<file path="src/rtl/debug_display_scanner.sv">
// Multiplexed 7-segment hex viewer for NUM_CH debug channels, paged by a debounced push button.
// Optional freeze/hold behaviour is compiled in with `define DISP_FREEZE_EN.
module debug_display_scanner #(
  parameter int DATA_WIDTH   = 32,
  parameter int NUM_CH       = 4,
  parameter int NUM_DIGITS   = DATA_WIDTH/4,
  parameter int SCAN_DIV     = 50000,
  parameter int DEBOUNCE_CYC = 500000
) (
  input  logic                         clk,
  input  logic                         rst,
  input  logic [NUM_CH*DATA_WIDTH-1:0] ch_data,
  input  logic                         btn_next,
  input  logic                         freeze,
  output logic [6:0]                   seg_n,
  output logic [NUM_DIGITS-1:0]        dig_en_n,
  output logic [$clog2(NUM_CH)-1:0]    page
);

  localparam int PW = $clog2(NUM_CH);
  localparam int IW = (NUM_DIGITS > 1) ? $clog2(NUM_DIGITS) : 1;
  localparam int CW = $clog2(SCAN_DIV);
  localparam int DW = $clog2(DEBOUNCE_CYC + 1);

  localparam logic [CW-1:0] SCAN_LAST = CW'(SCAN_DIV - 1);
  localparam logic [IW-1:0] IDX_LAST  = IW'(NUM_DIGITS - 1);
  localparam logic [PW-1:0] PAGE_LAST = PW'(NUM_CH - 1);
  localparam logic [DW-1:0] DB_LAST   = DW'(DEBOUNCE_CYC - 1);

  logic [NUM_CH-1:0][DATA_WIDTH-1:0] ch;
  assign ch = ch_data;

  logic                  frz;
`ifdef DISP_FREEZE_EN
  assign frz = freeze;
`else
  logic unused_freeze;
  assign unused_freeze = freeze;
  assign frz           = 1'b0;
`endif

  logic [CW-1:0]         cnt_q,   cnt_d;
  logic [IW-1:0]         idx_q,   idx_d;
  logic [PW-1:0]         page_q,  page_d;
  logic [DATA_WIDTH-1:0] disp_q,  disp_d;
  logic [1:0]            sync_q;
  logic                  level_q, level_d;
  logic [DW-1:0]         dbc_q,   dbc_d;
  logic [6:0]            seg_q,   seg_d;
  logic [NUM_DIGITS-1:0] dig_q,   dig_d;

  logic       tick, synced, accept;
  logic [3:0] nib;

  function automatic logic [6:0] glyph(input logic [3:0] n);
    case (n)
      4'h0: glyph = 7'b1000000;
      4'h1: glyph = 7'b1111001;
      4'h2: glyph = 7'b0100100;
      4'h3: glyph = 7'b0110000;
      4'h4: glyph = 7'b0011001;
      4'h5: glyph = 7'b0010010;
      4'h6: glyph = 7'b0000010;
      4'h7: glyph = 7'b1111000;
      4'h8: glyph = 7'b0000000;
      4'h9: glyph = 7'b0010000;
      4'hA: glyph = 7'b0001000;
      4'hB: glyph = 7'b0000011;
      4'hC: glyph = 7'b1000110;
      4'hD: glyph = 7'b0100001;
      4'hE: glyph = 7'b0000110;
      default: glyph = 7'b0001110;
    endcase
  endfunction

  // Scan timing and frame capture; the load uses page_q, i.e. the pre-increment page.
  always_comb begin
    tick   = (cnt_q == SCAN_LAST);
    cnt_d  = tick ? '0 : cnt_q + 1'b1;
    idx_d  = idx_q;
    disp_d = disp_q;
    if (tick) begin
      idx_d = (idx_q == IDX_LAST) ? '0 : idx_q + 1'b1;
      if (idx_q == IDX_LAST && !frz)
        disp_d = ch[page_q];
    end
  end

  // Debounce: a level differing from the accepted one must persist DEBOUNCE_CYC samples.
  always_comb begin
    synced  = sync_q[1];
    accept  = 1'b0;
    level_d = level_q;
    dbc_d   = '0;
    if (synced != level_q) begin
      if (dbc_q == DB_LAST) begin
        accept  = 1'b1;
        level_d = synced;
      end else begin
        dbc_d = dbc_q + 1'b1;
      end
    end
    page_d = page_q;
    if (accept && synced && !frz)
      page_d = (page_q == PAGE_LAST) ? '0 : page_q + 1'b1;
  end

  // Segment and digit enables are computed from next-state so both land together.
  always_comb begin
    nib   = disp_d[{idx_d, 2'b00} +: 4];
    seg_d = seg_q;
    dig_d = dig_q;
    if (tick) begin
      seg_d = glyph(nib);
      dig_d = ~(NUM_DIGITS'(1) << idx_d);
    end
  end

  always_ff @(posedge clk or posedge rst) begin
    if (rst) begin
      cnt_q   <= '0;
      idx_q   <= IDX_LAST;
      page_q  <= '0;
      disp_q  <= '0;
      sync_q  <= '0;
      level_q <= 1'b0;
      dbc_q   <= '0;
      seg_q   <= '1;
      dig_q   <= '1;
    end else begin
      cnt_q   <= cnt_d;
      idx_q   <= idx_d;
      page_q  <= page_d;
      disp_q  <= disp_d;
      sync_q  <= {sync_q[0], btn_next};
      level_q <= level_d;
      dbc_q   <= dbc_d;
      seg_q   <= seg_d;
      dig_q   <= dig_d;
    end
  end

  assign seg_n    = seg_q;
  assign dig_en_n = dig_q;
  assign page     = page_q;

endmodule

</file>
<file path="config.mk">
export PLATFORM = sky130hd
export DESIGN_NAME = debug_display_scanner
export DESIGN_NICKNAME = d
export VERILOG_FILES = /design/src/rtl/debug_display_scanner.sv
export SDC_FILE = /design/constraint.sdc
export NUM_CORES = 1
export LEC_CHECK = 0
export ABC_CLOCK_PERIOD_IN_PS = 3800
export CAP_MARGIN = 15
export CORE_MARGIN = 3
export CORE_UTILIZATION = 45
export CTS_BUF_LIST = sky130_fd_sc_hd__clkbuf_8
export DETAILED_ROUTE_END_ITERATION = 8
export GPL_TIMING_DRIVEN = 0
export PLACE_DENSITY = 0.79
export SLEW_MARGIN = 20
export SYNTH_ARGS = -nofsm -noshare
export SYNTH_HDL_FRONTEND = slang
export SYNTH_SLANG_ARGS = --single-unit
</file>
<file path="constraint.sdc">
create_clock -name clk -period 3.8 [get_ports clk]
set_clock_uncertainty 0.2 [all_clocks]
set_input_delay 0.57 -clock clk [delete_from_list [all_inputs] [get_ports clk]]
set_output_delay 0.57 -clock clk [all_outputs]
set_load 0.05 [all_outputs]
</file>
Word level (Yosys, flattened, before mapping):

Memories as Yosys holds them, arrays and structs flattened. A register that Yosys moved wholly into a read port is not among the register bits.
Index checks and enable logic that the tools add are counted.

* input port bits: 132
* memories kept: 1
* output and inout bits: 17
* ROM bits: 112
* bits in registers: 83
* word-level logic and storage cells: 36

Memories
* (name not given): words 16, width 7, rd ports 1, clocked after memory_dff 1, wr ports 0, line 56 `case (n)`

* $add $sub $neg: 4
* reductions and logical operators: 2
* equal/unequal tests: 5
* magnitude comparators: 1
* bitwise logic cells: 1
* multiplexer cells: 12
* shifts and indexed selects: 2

Operators by type and width (count)
* 32-bit two-way mux: 3
* 32-bit binary-select mux with 2-bit select: 1
* 19-bit two-way mux: 2
* 32-bit by 6-bit variable part select with 4-bit output: 1
* 19-bit by 1-bit adder with 19-bit output (second input constant): 1
* 19-bit == test (second input constant): 1
* 16-bit by 1-bit adder with 16-bit output (second input constant): 1
* 16-bit == test (second input constant): 1
* 16-bit two-way mux: 1
* 8-bit inverter: 1
* 1-bit by 3-bit << shifter with 8-bit output (first input constant): 1
* 3-bit two-way mux: 2
* 3-bit by 1-bit adder with 3-bit output (second input constant): 1
* 3-bit == test (second input constant): 1
* 2-bit by 3-bit less-than comparator with 1-bit output (second input constant): 1
* 2-bit by 1-bit adder with 2-bit output (second input constant): 1
* 2-bit == test (second input constant): 1
* 1-bit two-way mux: 2
* 2-bit two-way mux: 1
* 2-bit AND reduction: 1
* 1-bit logical AND: 1
* 1-bit inequality test: 1

Depth between registers and ports, before layout:

Gate-level depths: netlist (run 1).

* depth in word-level cells: 5
* mapped depth: 17

Least setup slack after synthesis (run 1):

No wires, ideal clock.

* kind: flip-flop to flip-flop
* start: reg page_q[0] (netlist: page[0])
* end: reg seg_q[1] (netlist: seg_n[1])
* stages on the path, launching flop included: 12
* path buffers: 3
* library setup time: 0.093 ns
* setup slack: -0.002 ns
* arrival time: 3.509 ns
* path through: dfrtp_1 buf_2 buf_2 buf_2 mux4_2 mux2_2 o211ai_1 and4_1 ha_1 mux2_2 a32oi_1 a21oi_1

* cells in the longest elaborated chain, start to end: 5

RTL lines
* start: declaration: line 44 `logic [PW-1:0] page_q, page_d;`
* start signal: assignment: line 133 `page_q <= page_d;`
* 32-bit binary-select mux with 2-bit select: line 85 `disp_d = ch[page_q];`
* 32-bit two-way mux (not written as such): line 85
* 32-bit two-way mux: line 84 `if (idx_q == IDX_LAST && !frz)`
* 32-bit two-way mux: line 82 `if (tick) begin`
* via disp_d[20]: line 45 `logic [DATA_WIDTH-1:0] disp_q, disp_d;`
* 32-bit by 6-bit variable part select with 4-bit output: line 110 `nib = disp_d[{idx_d, 2'b00} +: 4];`
* end: declaration: line 49 `logic [6:0] seg_q, seg_d;`

The timed path passes the listed nets, and every way through them passes these cells. The select of a mux whose other input is x is not followed.
A chain may end at the register's enable or synchronous reset.

Final worst setup path (run 1):

* start: reg page_q[1] (netlist: page[1])
* end: reg seg_q[1] (netlist: seg_n[1])

The elaborated chain is that of the path after synthesis.

==> reports/metrics.csv, run 1 <==
stage,metric,value,unit
drt,Vias,4127,
finish,area grow syn2layout,40.8,%
placement,Final HPWL DP,10.6,mm
pwr,Leak,3.06,nW
synthesis,Post-synth top flop,dfrtp_1,
cts,clk root buf,clkbuf_8,
drt,DRT iter0 DRCs,208,
cts,CTS H-tree depth,3,
pwr,total power,1.97,mW
critical_path,crit path max fanout,10,
critical_path,startpoint types,flop,
placement,number of port buffers,147,
global_routing,GR Util met2,0.401,
critical_path,Crit Path Class,reg2reg,
synthesis,mux cell area share after synthesis,0.245,
synthesis,sequential fraction of the synthesis area,0.439,
die,die area,0.0128,sq mm
placement,Placed Instances,724,
finish,"Cell Count, Final, Fillers Out",756,
sta,Fmax achieved,273,MHz
global_routing,met1 usage in global routing,0.259,
placement,Final GP Congestion,0.847,
die,die width,113,um
synthesis,Synth Area in Adders,0.0290,
synthesis,Async SR Flop Fraction,1.00,
synthesis,syn_nets,580,
synthesis,"flops & latches, synth",90,
sta,Final setup viols,0,
cts,hold_buf cts,0,
drt,Final ANT Viol Nets,0,
synthesis,compound-gate portion of the synthesized area,0.0599,
synthesis,Synth cell types,53,
cts,total CTS buffers,9,
synthesis,Post-Synthesis Cells,436,
synthesis,Post-Synth XOR/XNOR Area,0.0490,
worst_hold_path,Hold Crit Class,reg2reg,
synthesis,syn avg cell area,11.9,sq um
finish,Layout Nets,755,
cts,CTS tree,built,
critical_path,Critical R2R Launch,page[1],
synthesis,number of enable flip-flop cells after synthesis,0,
sta,relative slew slack,0.590,
drt,WL final,13.7,mm
global_routing,initial antenna violation count,0,
finish,fraction of layout cells with a size suffix above 1,0.242,
synthesis,area share of and/or/nand/nor cells after synthesis,0.144,
pwr,VDD IR max,237,uV
critical_path,CP required,3880,ps
critical_path,CP max stage cell,dfrtp_1,
cts,Clock Sinks,90,
global_routing,total gr overflow,0,
critical_path,crit path DAT,3740,ps
die,core area,0.0110,sq mm
critical_path,crit-path max cell delay,370,ps
worst_hold_path,hold path start,sync_q[0],
cts,Longest Clk Path Bufs,2,
drt,DR pass1 iterations,4,
synthesis,largest family of logic cells by synthesized area,multiplexers,
drt,Vias/cell,5.46,
sta,Slew @ Worst Pin,615,ps
synthesis,"Cell Area, Synth",0.00518,sq mm
die,site row count,38,
critical_path,critical path capture point type,flop,
sta,Max Slew Vio Count,0,
pwr,pwr dens,270,mW/mm^2
global_routing,first-pass GRT wire length,22.4,mm
global_routing,met3 Use GR,0.0428,
drt,drt wl/cell,18.1,um
synthesis,number of synthesis warnings,0,
critical_path,"Cell Chain, Critical Path",clkbuf_1 > clkbuf_2 > clkbuf_2 > mux4_2 > mux2_2 > o211ai_1 > and4_4 > ha_1 > mux2_2 > a32oi_2 > a21oi_1,
global_routing,largest net degree at the start of global routing,58,
finish,ANT cells,0,
outcome,run status,finished clean,
cts,Clock Pin Slew Worst Setup and Hold Paths,80,ps
global_routing,vias in the first global route,4552,
global_routing,busiest grt layer,met2,
sta,crit path time final,3660,ps
critical_path,CP startpoint,page[1],
die,die span in y,113,um
global_routing,Global Route Usage Sum,0.222,
drt,drt drc,0,
die,I/O pin total,149,
cts,worst skew pair latency,370,ps
job,Max Cap Viol,0,
sta,Final Cycle Share,0.963,
die,Starting Density,0.469,
sta,Final Hold Viols,0,
synthesized netlist by cell type (8+ instances only):
cell type,n,area [sq um]
mux2i_1,16,160
xnor2_1,12,105
mux2_2,28,315
xor2_1,17,149
nor2_1,51,191
inv_1,10,37.5
ha_1,12,150
clkbuf_1,8,30.0
nand2_1,36,135
a21oi_1,12,60.1
mux4_2,32,721
nand3_1,11,55.1
dfstp_2,18,473
dfrtp_1,72,1800
cells by family (layout without fill, tap and decap cells):
| family | count (synthesis) | count (layout) |
|---|---|---|
| DFF | 90 | 90 |
| adders and majority gates | 12 | 12 |
| AOI/OAI and AO/OA | 43 | 43 |
| buffers and inverters | 34 | 214 |
| muxes | 81 | 81 |
| xor gates and xnor gates | 29 | 29 |
| and+or+nand+nor | 147 | 147 |
where the power goes:
part           switching, mW  internal, mW
Clock                  0.337         0.471
Sequential           0.00301         0.961
Combinational         0.0528         0.144
cell usage in the layout, fill, tap and decap left out, drive strengths merged, types with 3 or more instances in the layout:
| cell type | Yosys | routed |
|---|---|---|
| and2 | 3 | 3 |
| nand2 | 36 | 36 |
| and4 | 6 | 6 |
| a21oi | 12 | 12 |
| clkbuf | 9 | 20 |
| dfstp | 18 | 18 |
| xor2 | 17 | 17 |
| inv | 13 | 13 |
| or3 | 6 | 6 |
| mux2i | 18 | 18 |
| ha | 12 | 12 |
| o211ai | 7 | 7 |
| bufinv | 0 | 3 |
| dfrtp | 72 | 72 |
| xnor2 | 12 | 12 |
| clkdlybuf4s50 | 0 | 147 |
| buf | 12 | 29 |
| nand3 | 11 | 11 |
| mux4 | 32 | 32 |
| a31oi | 7 | 7 |
| and3 | 5 | 5 |
| nor3 | 6 | 6 |
| nand2b | 6 | 6 |
| o21ai | 6 | 6 |
| nor2 | 51 | 51 |
| mux2 | 31 | 31 |
| nand4 | 8 | 8 |
per-stage QoR:
step / utilization / setup slack, ps / TNS (ps) / area, sq um / hold slack (ps)
final: 0.661 / 141 / 0 / 7290 / 158
after global routing: 0.661 / -8.46 / -8.46 / 7290 / 185
after CTS: 0.650 / 12.7 / 0 / 7170 / 161
after detailed placement: 0.622 / -441 / -2090 / 6860 / 142
after global placement: 0.619 / -800 / -39360 / 6830 / 141
after floorplan: - / 129 / 0 / 5180 / 131
area by class of cell:
type	instances	area (sq um)
Inverter	13	53.8
Tap cell	140	175
Multi-Input combinational cell	312	2780
Timing Repair Buffer	165	1630
Clock buffer	11	151
Clock inverter	5	100
Fill cell	821	3740
Buffer	20	135
Sequential cell	90	2280
path summary, 6_finish.rpt:
| check | end | slack [ps] | cells after the start |
|---|---|---|---|
| max | seg_n[1] | 140 | 11 |
| min | sync_q[1] | 160 | 0 |
| max reg2reg | seg_n[1] | 140 | 11 |
| min reg2reg | sync_q[1] | 160 | 0 |
| max in group asynchronous | seg_n[5] | 2360 | 3 |
| min in group asynchronous | dbc_q[10] | 370 | 2 |
sequential cells by signal, summed over array words and instances, names as in the netlist:
signal,flops
level_q,1
cnt_q,16
seg_n,7
dbc_q,19
idx_q,3
sync_q,2
page,2
dig_en_n,8
disp_q,32
critical path: cells and delay by family, from the launching register on:
family | cells | cell delay, ps
fa+ha+maj | 1 | 270
simple gates | 1 | 310
buf+inv | 3 | 1020
flops | 1 | 370
mux | 3 | 930
compound gates | 3 | 460
layer usage:
metal  wire, um  share of wire  up-vias
met3        729          0.053       16
li1           -              -     1935
met4        255          0.019        0
met5          0              0        -
met2       7530           0.55      140
met1       5190           0.38     2036
what timing repair did:
item | CTS | global route
setup endpoints to repair | 7 | 7
buffers inserted | 3 | 14
gates resized for setup | 13 | 5
pin swaps | 1 | 2
(Power assumes the default switching activity.)
==> run 2, diff against run 1 <==
--- a/config.mk
+++ b/config.mk
@@ -11,7 +11,7 @@
 export CORE_UTILIZATION = 45
 export CTS_BUF_LIST = sky130_fd_sc_hd__clkbuf_8
 export DETAILED_ROUTE_END_ITERATION = 8
-export GPL_TIMING_DRIVEN = 0
+export GPL_ROUTABILITY_DRIVEN = 0
 export PLACE_DENSITY = 0.79
 export SLEW_MARGIN = 20
 export SYNTH_ARGS = -nofsm -noshare
==> reports/metrics.csv, run 2 (synthesis results as in run 1) <==
stage,metric,value,unit,change
outcome,run status,finished clean,,
die,die width,113,um,unchanged
cts,CTS H-tree depth,3,,unchanged
critical_path,crit path max fanout,8,,-2
cts,Longest Clk Path Bufs,2,,unchanged
pwr,Leak,2.94,nW,-4.1%
global_routing,largest net degree at the start of global routing,37,,-36%
global_routing,total gr overflow,0,,unchanged
cts,hold_buf cts,0,,unchanged
die,core area,0.0110,sq mm,unchanged
sta,Fmax achieved,275,MHz,+0.61%
finish,fraction of layout cells with a size suffix above 1,0.217,,-0.0253
critical_path,startpoint types,flop,,
finish,area grow syn2layout,36.6,%,
cts,CTS tree,built,,
drt,DRT iter0 DRCs,176,,-15%
die,die area,0.0128,sq mm,unchanged
critical_path,Critical Path End,seg_n[6],,
sta,Final Hold Viols,0,,unchanged
finish,"commonest non-fill, non-tap cells in the layout","clkdlybuf4s50_1 (147), dfrtp_1 (71), nor2_1 (51)",,
sta,Final Cycle Share,0.957,,-0.00582
sta,Final setup viols,0,,unchanged
placement,Final HPWL DP,9.80,mm,-8.0%
global_routing,initial antenna violation count,0,,unchanged
sta,relative slew slack,0.584,,-0.00528
worst_hold_path,Hold Crit Class,reg2reg,,
cts,worst skew pair latency,370,ps,about the same
drt,Vias,4012,,-2.8%
critical_path,critical path capture point type,flop,,
drt,Vias/cell,5.49,,+0.54%
critical_path,CP startpoint,idx_q[0],,
drt,Final ANT Viol Nets,0,,unchanged
placement,number of port buffers,147,,unchanged
global_routing,Global Route Usage Sum,0.204,,-0.0183
pwr,VDD IR max,158,uV,-33%
cts,Clock Sinks,90,,unchanged
drt,WL final,12.8,mm,-6.7%
finish,Fill cells,847,,+3.2%
critical_path,reg2reg end,seg_n[6],,
die,die span in y,113,um,unchanged
die,site row count,38,,unchanged
drt,drt wl/cell,17.5,um,-3.5%
critical_path,r2r setup slk,160,ps,+20 ps
die,I/O pin total,149,,unchanged
global_routing,vias in the first global route,4419,,-2.9%
critical_path,CP required,3870,ps,about the same
cts,clk root buf,clkbuf_8,,
finish,Layout Nets,730,,-3.3%
sta,RSZ-0062 raised after global routing,no,,
die,Starting Density,0.469,,unchanged
sta,setup tns final,0,ps,unchanged
finish,"Most flops, register",disp_q,,
global_routing,first-pass GRT wire length,20.9,mm,-6.9%
cts,total CTS buffers,9,,unchanged
finish,ANT cells,0,,unchanged
sta,Slew @ Worst Pin,623,ps,+7.91 ps
cts,Clock Pin Slew Worst Setup and Hold Paths,100,ps,+20 ps
finish,"commonest non-fill, non-tap cell in the layout",clkdlybuf4s50_1,,
placement,Placement Cell Area,0.00681,sq mm,-0.69%
pwr,pwr dens,259,mW/mm^2,-4.0%
sta,crit path time final,3640,ps,-22.1 ps
job,Max Cap Viol,0,,unchanged
critical_path,Crit Path Class,reg2reg,,
critical_path,R2R depth,14,,+3
pwr,total power,1.83,mW,-6.9%
drt,DR pass1 iterations,4,,unchanged
finish,Largest regs,"disp_q x32, dbc_q x19, cnt_q x16",,
sta,Max Slew Vio Count,0,,unchanged
critical_path,Critical R2R Launch,idx_q[0],,
finish,max reg flops,32,,unchanged
drt,drt drc,0,,unchanged
critical_path,crit path DAT,3710,ps,-30 ps
finish,fin area,0.00707,sq mm,-3.0%
[run 2: changes by cell type in the layout (fill, tap and decap cells not counted), sizes merged]
cell      delta
clkinv       +2
bufinv       -2
clkinvlp     +1
buf         -18
clkbuf       -8
[run 2: what timing repair did]
action	in CTS	in global routing
hold endpoints to repair	0	0
resized for setup	0	4
setup endpoints to repair	0	6
setup buffers	0	0
[run 2: layout make-up]
| cell class | count | area, sq um | area share |
|---|---|---|---|
| clock inverters | 6 | 65.1 | 0.00920 |
| well taps | 140 | 175 | 0.0248 |
| clock buffers | 10 | 138 | 0.0195 |
| inverters | 13 | 52.6 | 0.00743 |
| multi-input cells | 312 | 2740 | 0.387 |
| repair buffers | 160 | 1630 | 0.230 |
| flip-flops and latches | 90 | 2280 | 0.322 |
[run 2: how the worst min path moves through the flow]
stage / from / cells after the start / slack [ps] / to
after global routing: sync_q[0] / 0 / 230 / sync_q[1]
after detailed placement: sync_q[0] / 0 / 180 / sync_q[1]
after global placement: sync_q[0] / 0 / 150 / sync_q[1]
after CTS: sync_q[0] / 0 / 210 / sync_q[1]
after floorplan: sync_q[0] / 0 / 130 / sync_q[1]
final: sync_q[0] / 0 / 200 / sync_q[1]
[run 2: worst max-delay path: stages, from the launching register on]
cell and delay, ps:
dfstp_2 560, ha_1 170, ha_1 170, and4_1 190, and4_4 310, buf_12 150, mux2_2 340, mux2i_1 210
o22a_1 170, o221ai_1 140, buf_4 200, ha_1 240, mux2_2 280, nand2_1 100, a31oi_1 110
[run 2: per-layer routing]
layer	share of wire	vias up	global-route usage	wire, um
met1	0.39	1977	0.232	4950
met2	0.53	136	0.370	6810
met5	0	-	0	0
met3	0.063	19	0.0529	805
met4	0.018	0	0.0681	226
li1	-	1880	-	-
[run 2: stage by stage]
| step | util | cells | hold WS, ps | setup WS, ps |
|---|---|---|---|---|
| floorplan | - | 436 | 131 | 129 |
| global placement | 0.617 | 713 | 151 | 196 |
| detailed placement | 0.617 | 713 | 184 | 86.7 |
| CTS | 0.636 | 729 | 212 | 64.7 |
| global route | 0.641 | 731 | 230 | 7.25 |
| finish | 0.641 | 731 | 199 | 164 |
[run 2: power breakdown]
part / switching (mW) / internal (mW)
clock network: 0.354 / 0.323
logic: 0.0492 / 0.142
registers: 0.00336 / 0.962
==> run 3, diff against run 2 <==
--- a/config.mk
+++ b/config.mk
@@ -5,14 +5,15 @@
 export SDC_FILE = /design/constraint.sdc
 export NUM_CORES = 1
 export LEC_CHECK = 0
-export ABC_CLOCK_PERIOD_IN_PS = 3800
+export ABC_CLOCK_PERIOD_IN_PS = 3600
 export CAP_MARGIN = 15
-export CORE_MARGIN = 3
-export CORE_UTILIZATION = 45
+export CORE_MARGIN = 2
+export CORE_UTILIZATION = 50
 export CTS_BUF_LIST = sky130_fd_sc_hd__clkbuf_8
 export DETAILED_ROUTE_END_ITERATION = 8
 export GPL_ROUTABILITY_DRIVEN = 0
-export PLACE_DENSITY = 0.79
+export GPL_TIMING_DRIVEN = 0
+export PLACE_DENSITY = 0.83
 export SLEW_MARGIN = 20
 export SYNTH_ARGS = -nofsm -noshare
 export SYNTH_HDL_FRONTEND = slang
==> constraint.sdc (replaced) <==
create_clock -name clk -period 3.6 [get_ports clk]
set_clock_uncertainty 0.2 [all_clocks]
set_input_delay 0.54 -clock clk [delete_from_list [all_inputs] [get_ports clk]]
set_output_delay 0.54 -clock clk [all_outputs]
set_load 0.05 [all_outputs]
==> reports/metrics.csv, run 3 (synthesis results as in run 1) <==
stage,metric,value,unit,change
sta,setup tns final,0,ps,unchanged
cts,Clock Sinks,90,,unchanged
finish,"commonest non-fill, non-tap cell in the layout",clkdlybuf4s50_1,,
worst_hold_path,Hold Crit Class,reg2reg,,
placement,number of port buffers,147,,unchanged
global_routing,initial antenna violation count,0,,unchanged
finish,Layout Nets,753,,+3.2%
drt,Final ANT Viol Nets,0,,unchanged
sta,relative slew slack,0.621,,+0.0368
die,site row count,37,,-2.6%
finish,"Core Util, Final",0.713,,+0.0716
placement,Final HPWL DP,10.3,mm,+4.9%
drt,drt drc,0,,unchanged
sta,Final Cycle Share,0.990,,+0.0335
critical_path,crit path max fanout,10,,+2
finish,fraction of layout cells with a size suffix above 1,0.251,,+0.0342
sta,setup ws final,34.5,ps,-129 ps
pwr,Leak,3.03,nW,+3.1%
sta,Fmax achieved,280,MHz,+2.0%
drt,Vias,4200,,+4.7%
cts,CTS H-tree depth,3,,unchanged
sta,Slew @ Worst Pin,568,ps,-55.2 ps
placement,Placed Instances,720,,+0.98%
cts,CTS tree,built,,
critical_path,CP required,3680,ps,-190 ps
critical_path,startpoint types,flop,,
die,core area,0.0102,sq mm,-7.7%
die,die span in y,106,um,-6.6%
drt,Vias/cell,5.60,,+2.0%
sta,crit path time final,3570,ps,-70.9 ps
placement,dpl ws,-520,ps,-607 ps
placement,Placement Cell Area,0.00686,sq mm,+0.68%
sta,worst hold margin,155,ps,-43.9 ps
job,Max Cap Viol,0,,unchanged
cts,hold_buf cts,0,,unchanged
pwr,VDD IR max,161,uV,+1.9%
drt,WL final,13.4,mm,+4.8%
drt,DR pass1 iterations,4,,unchanged
finish,"Cell Count, Final, Fillers Out",750,,+2.6%
die,die width,106,um,-6.6%
sta,Final setup viols,0,,unchanged
finish,"commonest non-fill, non-tap cells in the layout","clkdlybuf4s50_1 (147), dfrtp_1 (70), nor2_1 (51)",,
cts,Clock Pin Slew Worst Setup and Hold Paths,90,ps,about the same
finish,max reg flops,32,,unchanged
critical_path,Crit Path Class,reg2reg,,
finish,Fill cells,703,,-17%
cts,total CTS buffers,9,,unchanged
finish,ANT cells,0,,unchanged
global_routing,Global Route Usage Sum,0.248,,+0.0442
global_routing,first-pass GRT wire length,21.6,mm,+3.4%
finish,area grow syn2layout,40.2,%,
cts,clk root buf,clkbuf_8,,
drt,DRT iter0 DRCs,248,,+41%
die,Starting Density,0.508,,+0.0390
global_routing,largest net degree at the start of global routing,55,,+49%
finish,Register Area,0.00228,sq mm,about the same
finish,Largest regs,"disp_q x32, dbc_q x19, cnt_q x16",,
critical_path,crit path DAT,3650,ps,-60 ps
global_routing,total gr overflow,0,,unchanged
critical_path,critical path capture point type,flop,,
sta,Final Hold Viols,0,,unchanged
global_routing,vias in the first global route,4549,,+2.9%
drt,drt wl/cell,17.9,um,+2.1%
cts,Longest Clk Path Bufs,2,,unchanged
sta,Max Slew Vio Count,0,,unchanged
outcome,run status,finished clean,,
finish,fin area,0.00726,sq mm,+2.6%
die,die area,0.0112,sq mm,-13%
finish,multi-input logic area,0.00281,sq mm,+2.7%
cts,worst skew pair latency,360,ps,about the same
finish,"Most flops, register",disp_q,,
die,I/O pin total,149,,unchanged
pwr,pwr dens,254,mW/mm^2,-2.1%
pwr,total power,1.84,mW,+0.50%
[run 3: worst max-delay path: stages, from the launching register on]
cell      delay [ps]
dfstp_2          580
ha_4             140
ha_2             170
and4_1           160
and4_1           210
buf_6            140
buf_4            190
mux2_2           370
o211ai_1         210
and4_4           310
ha_1             260
mux2_2           270
a32oi_2          190
a21oi_1          100
[run 3: power breakdown]
group	switching (mW)	total, mW	internal (mW)
registers	0.00329	1.02	1.01
logic	0.0550	0.207	0.152
clock network	0.368	0.618	0.249
[run 3: final cells by class]
cell class / count / share of cell area
Tap cell: 136 / 0.0234
Timing Repair Buffer: 165 / 0.226
Buffer: 18 / 0.0186
Sequential cell: 90 / 0.314
Clock inverter: 7 / 0.00655
Inverter: 13 / 0.00741
Clock buffer: 9 / 0.0171
Multi-Input combinational cell: 312 / 0.387
[run 3: worst paths after layout]
check / from / to / slack [ps] / cells past startpoint
worst max-delay path: idx_q[1] / seg_n[1] / 30 / 13
worst min-delay path: sync_q[0] / sync_q[1] / 150 / 0
worst max register to register: idx_q[1] / seg_n[1] / 30 / 13
worst min register to register: sync_q[0] / sync_q[1] / 150 / 0
max in group asynchronous: rst / idx_q[0] / 2170 / 3
min in group asynchronous: rst / sync_q[0] / 360 / 2
[run 3: routing by layer]
metal  GRT usage  wire (um)  up-vias
met5           0          0        -
li1            -          -     1930
met4      0.0705        230        0
met1       0.275       4950     2107
met2       0.478       7520      143
met3      0.0464        701       20
[run 3: repair_timing]
item	in CTS	in global routing
resized for setup	16	14
pin swaps	1	7
buffers inserted	10	6
endpoints found under the setup margin	7	7
gates cloned	0	1
